File: config.mk
export PLATFORM = sky130hd
export DESIGN_NAME = cpu_run_controller
export DESIGN_NICKNAME = d
export VERILOG_FILES = /design/src/rtl/cpu_run_controller.sv
export SDC_FILE = /design/constraint.sdc
export NUM_CORES = 1
export LEC_CHECK = 0
export BUFFER_PORTS_ARGS = -buffer_cell sky130_fd_sc_hd__buf_2
export CORE_MARGIN = 3
export CORE_UTILIZATION = 55
export CTS_CLUSTER_SIZE = 40
export DETAILED_ROUTE_END_ITERATION = 6
export PLACE_DENSITY = 0.81
export SLEW_MARGIN = 20
export SYNTH_ARGS = -nofsm -noshare
export SYNTH_HDL_FRONTEND = slang
export SYNTH_SLANG_ARGS = --single-unit
File: constraint.sdc
create_clock -name clk -period 5.35 [get_ports clk]
set_input_delay 1.07 -clock clk [delete_from_list [all_inputs] [get_ports clk]]
set_output_delay 1.07 -clock clk [all_outputs]
set_load 0.05 [all_outputs]
File: src/rtl/cpu_run_controller.sv
// Run sequencer for a pipelined core: holds the core in reset, releases it,
// counts RUN cycles and stops on a branch-to-self halt or a cycle budget.
module cpu_run_controller #(
    parameter int PC_W         = 64,
    parameter int CNT_W        = 32,
    parameter int RESET_CYCLES = 2,
    parameter int MAX_CYCLES   = 1400,
    parameter int HALT_STABLE  = 4
) (
    input  logic             clk,
    input  logic             reset,
    input  logic             start,
    input  logic             abort,
    input  logic [PC_W-1:0]  pc,
    output logic             cpu_reset,
    output logic             cpu_run,
    output logic             busy,
    output logic             done,
    output logic             halted,
    output logic             timed_out,
    output logic [CNT_W-1:0] cycle_count
);

    localparam int RST_W = (RESET_CYCLES > 1) ? $clog2(RESET_CYCLES) : 1;
    localparam int STB_W = $clog2(HALT_STABLE + 1);

    localparam logic [RST_W-1:0] RST_LAST = RST_W'(RESET_CYCLES - 1);
    localparam logic [STB_W-1:0] STB_HALT = STB_W'(HALT_STABLE);
    localparam logic [CNT_W-1:0] CNT_LAST = CNT_W'(MAX_CYCLES - 1);

    if (RESET_CYCLES < 1) begin : g_chk_rst
        $error("cpu_run_controller: RESET_CYCLES must be >= 1");
    end
    if (HALT_STABLE < 1) begin : g_chk_halt
        $error("cpu_run_controller: HALT_STABLE must be >= 1");
    end
    if (MAX_CYCLES < 2) begin : g_chk_max_lo
        $error("cpu_run_controller: MAX_CYCLES must be >= 2");
    end
    // The cycle counter must hold MAX_CYCLES so it can never wrap.
    if ((longint'(MAX_CYCLES) >> CNT_W) != 0) begin : g_chk_max_hi
        $error("cpu_run_controller: MAX_CYCLES must be < 2**CNT_W");
    end

    typedef enum logic [1:0] {
        IDLE,
        RESET_HOLD,
        RUN,
        DONE
    } state_e;

    state_e            state_q,      state_d;
    logic [RST_W-1:0]  rst_cnt_q,    rst_cnt_d;
    logic [CNT_W-1:0]  cycle_cnt_q,  cycle_cnt_d;
    logic [STB_W-1:0]  stable_cnt_q, stable_cnt_d;
    logic [PC_W-1:0]   pc_prev_q,    pc_prev_d;
    logic              prev_valid_q, prev_valid_d;
    logic              halted_q,     halted_d;
    logic              timed_out_q,  timed_out_d;

    logic              pc_match;
    logic [STB_W-1:0]  stable_next;

    // The first RUN edge only primes pc_prev; any mismatch restarts the streak.
    assign pc_match    = prev_valid_q && (pc == pc_prev_q);
    assign stable_next = pc_match ? (stable_cnt_q + STB_W'(1)) : '0;

    always_comb begin
        state_d      = state_q;
        rst_cnt_d    = rst_cnt_q;
        cycle_cnt_d  = cycle_cnt_q;
        stable_cnt_d = stable_cnt_q;
        pc_prev_d    = pc_prev_q;
        prev_valid_d = prev_valid_q;
        halted_d     = halted_q;
        timed_out_d  = timed_out_q;

        if (abort) begin
            state_d      = IDLE;
            rst_cnt_d    = '0;
            cycle_cnt_d  = '0;
            stable_cnt_d = '0;
            pc_prev_d    = '0;
            prev_valid_d = 1'b0;
            halted_d     = 1'b0;
            timed_out_d  = 1'b0;
        end else begin
            case (state_q)
                IDLE, DONE: begin
                    if (start) begin
                        state_d      = RESET_HOLD;
                        rst_cnt_d    = '0;
                        cycle_cnt_d  = '0;
                        stable_cnt_d = '0;
                        prev_valid_d = 1'b0;
                        halted_d     = 1'b0;
                        timed_out_d  = 1'b0;
                    end
                end
                RESET_HOLD: begin
                    rst_cnt_d = rst_cnt_q + RST_W'(1);
                    if (rst_cnt_q == RST_LAST) begin
                        state_d = RUN;
                    end
                end
                RUN: begin
                    cycle_cnt_d  = cycle_cnt_q + CNT_W'(1);
                    pc_prev_d    = pc;
                    prev_valid_d = 1'b1;
                    stable_cnt_d = stable_next;
                    // Halt is tested first so it wins a tie with the budget.
                    if (stable_next == STB_HALT) begin
                        state_d  = DONE;
                        halted_d = 1'b1;
                    end else if (cycle_cnt_q == CNT_LAST) begin
                        state_d     = DONE;
                        timed_out_d = 1'b1;
                    end
                end
                default: state_d = IDLE;
            endcase
        end
    end

    always_ff @(posedge clk) begin
        if (reset) begin
            state_q      <= IDLE;
            rst_cnt_q    <= '0;
            cycle_cnt_q  <= '0;
            stable_cnt_q <= '0;
            pc_prev_q    <= '0;
            prev_valid_q <= 1'b0;
            halted_q     <= 1'b0;
            timed_out_q  <= 1'b0;
        end else begin
            state_q      <= state_d;
            rst_cnt_q    <= rst_cnt_d;
            cycle_cnt_q  <= cycle_cnt_d;
            stable_cnt_q <= stable_cnt_d;
            pc_prev_q    <= pc_prev_d;
            prev_valid_q <= prev_valid_d;
            halted_q     <= halted_d;
            timed_out_q  <= timed_out_d;
        end
    end

    assign cpu_reset   = (state_q == IDLE) || (state_q == RESET_HOLD);
    assign cpu_run     = (state_q == RUN);
    assign busy        = (state_q == RESET_HOLD) || (state_q == RUN);
    assign done        = (state_q == DONE);
    assign halted      = halted_q;
    assign timed_out   = timed_out_q;
    assign cycle_count = cycle_cnt_q;

endmodule

==> impl_metrics.py <==
metrics = {
    "status": {
        "status": "completed",
    },
    "place": {
        "dp.cells": 761,
        "gp_congestion": 0.861,
        "io_buffers": 105,
        "post-place-ws_ps": 2420,
        "dp_hpwl_um": 8660,
        "place_area_um2": 5740,
    },
    "die": {
        "die_x_um": 103,
        "start_util_pct": 57.8,
        "die_area_um2": 10600,
        "coreArea_um2": 8930,
        "io_pins": 106,
        "core.rowCount": 34,
        "die_h_um": 103,
    },
    "worst_setup_path": {
        "end_kind": "output port",
        "cp.required_ps": 4280,
        "cp.arrival_ps": 1650,
        "path_class": "flop to output port",
        "r2r-end": "cycle_count[27]",
        "r2r_cells": 7,
        "rrSetupSlack_ps": 2690,
        "reg2reg_from": "state_q[0]",
        "cp-start-kind": "flop",
        "critPathMaxFanout": 8,
    },
    "detailed_routing": {
        "vias_per_cell": 5.68,
        "routed-via-count": 4412,
        "routed_wl_um": 11700,
        "drt-wirelength-per-cell_um": 15.1,
        "ant_nets": 0,
        "drc": 0,
        "drtIter0Drc": 181,
        "drtPass1Iterations": 5,
    },
    "min_path": {
        "hp-class": "flop to flop",
        "hp-start": "stable_cnt_q[1]",
        "min_to": "stable_cnt_q[1]",
        "min_path_cells": 2,
    },
    "layout": {
        "nNetsFinal": 739,
        "drive_gt1_share_pct": 21.5,
        "final_area_um2": 5920,
        "antenna-diode-count": 0,
        "utilization_pct": 66.3,
        "finalNonFillerCells": 777,
        "syn_to_final_growth_pct": 14.8,
    },
    "logic_synthesis": {
        "yosysMostFrequentCell": "dfxtp_1",
        "yosysSeqAreaShare_pct": 40.7,
        "syn_nets": 646,
        "synth_common_cells": "dfxtp_1, nor2_1, mux2i_1",
        "ys_warn_count": 0,
        "ys_types": 52,
        "yosys-top-cells-area": "dfxtp_1, mux2i_1, nor2_1",
        "postSynth.asyncResetShare_pct": 0,
        "synthCells": 571,
        "synth_edf_count": 0,
        "syn_area_um2": 5160,
        "syn_area_per_cell_um2": 9.04,
        "synth_seq_cells": 105,
        "synth_area_leader_cell": "dfxtp_1",
        "synth.top_cell.area_share_pct": 40.7,
        "ys.flop_type": "dfxtp_1",
    },
    "timing": {
        "fin_setup_tns_ps": 0,
        "relSlewSlack_pct": 28.0,
        "max_freq_mhz": 368,
        "fin_ws_ps": 2630,
        "tightest_slew_ps": 1080,
        "setup_violations": 0,
        "fin_crit_sh_pct": 50.8,
        "rsz0062_at_grt": "no",
        "timing.final.max_slew_violations": 0,
        "hold_viol_final": 0,
        "fin_skew_ps": 11.2,
        "post-route-min-period_ps": 2720,
    },
    "cts": {
        "clk_path_buf_depth": 2,
        "clkTransAtPathRegs_ps": 100,
        "cts_tree": "yes",
        "clk_latency_ps": 360,
        "cts_resized": 0,
        "numCtsBuffers": 9,
        "ctsHoldBuffers": 0,
        "cts.sinks": 105,
        "cts-root-buf": "clkbuf_8",
        "post_cts_buffers": 0,
        "cts_max_level": 3,
    },
    "grt": {
        "grt_pass1_wl_um": 18800,
        "grt_max_degree": 66,
        "grt_usage_pct": 22.2,
        "grt_overflow": 0,
        "first_global_vias": 4154,
        "antenna_found_initial": 0,
    },
    "job": {
        "drv_cap": 0,
    },
    "pwr": {
        "cellLeakagePower_nw": 2.20,
        "ir_worst_vdd_uv": 157,
        "power_density_nw_per_um2": 231,
    },
}
[worst max path at each step]
| stage | startpoint | to |
|---|---|---|
| after global placement | pc[24] | state_q[1] |
| after floorplan | pc[51] | state_q[1] |
| after global routing | state_q[1] | busy |
| after CTS | state_q[0] | busy |
| after detailed placement | pc[1] | state_q[1] |
| final | state_q[0] | busy |
[sequential cells by signal, summed over array words and instances (netlist names)]
name / count
pc_prev_q: 64
cycle_count: 32
stable_cnt_q: 3
state_q: 2
halted: 1
prev_valid_q: 1
rst_cnt_q: 1
timed_out: 1
[metal layers]
layer  up-vias  track usage [%]  share of wire [%]
li1       2186                -                  -
met1      2060             27.8                 43
met2       149             37.9                 48
met3        17             5.48                7.0
met4         0             6.57                1.8
met5         -                0                  0
[cell families after synthesis]
family / synth area share [%]
buffers and inverters: 2.55
AOI/OAI and AO/OA: 7.13
xor gates and xnor gates: 11.0
adders and majority gates: 1.70
muxes: 14.5
DFF: 40.7
and+or+nand+nor: 22.3
[layout make-up]
class / count / area (um2)
clock inverters: 6 / 41.3
repair buffers: 107 / 541
multi-input cells: 434 / 2940
clock buffers: 10 / 138
inverters: 7 / 26.3
fillers: 732 / 3010
flip-flops and latches: 105 / 2100
well taps: 108 / 135
[report_power, final]
part           switching, mW  total [mW]  internal [mW]
Sequential           0.00311       0.788          0.784
Clock                  0.273       0.458          0.184
Combinational         0.0727       0.123         0.0503
Total                  0.349        1.37           1.02
[metrics by stage]
step           power (mW)  hold slack (ps)
6_report             1.37              456
3_5_place_dp        0.929              440
4_1_cts              1.38              453
2_1_floorplan       0.878              420
5_1_grt              1.42              498
3_3_place_gp        0.924              433
[critical path: stages (launching register included)]
cell and delay [ps]:
dfxtp_1 420, inv_1 120, ha_1 440, buf_2 310
[placed cells by master (no fill, tap or decap), types with 3 or more instances in the layout]
master	Yosys	layout
a21oi_1	11	11
a31oi_1	3	3
and2_1	8	8
and3_1	3	3
buf_2	6	105
clkbuf_8	0	10
clkinv_2	0	3
dfxtp_1	105	105
ha_1	7	6
inv_1	7	7
mux2_2	8	8
mux2i_1	66	66
nand2_1	32	32
nand2b_1	5	5
nand3_1	19	19
nand4_1	20	20
nor2_1	99	99
nor2b_1	3	3
nor3_1	8	8
nor4_1	15	15
o211ai_1	9	9
o21a_1	3	3
o21ai_0	10	10
o31ai_1	3	3
o41ai_1	3	3
or2_2	3	3
or3_1	4	4
xnor2_1	28	28
xor2_1	37	37
No activity file was read; power rests on OpenSTA's default activity.
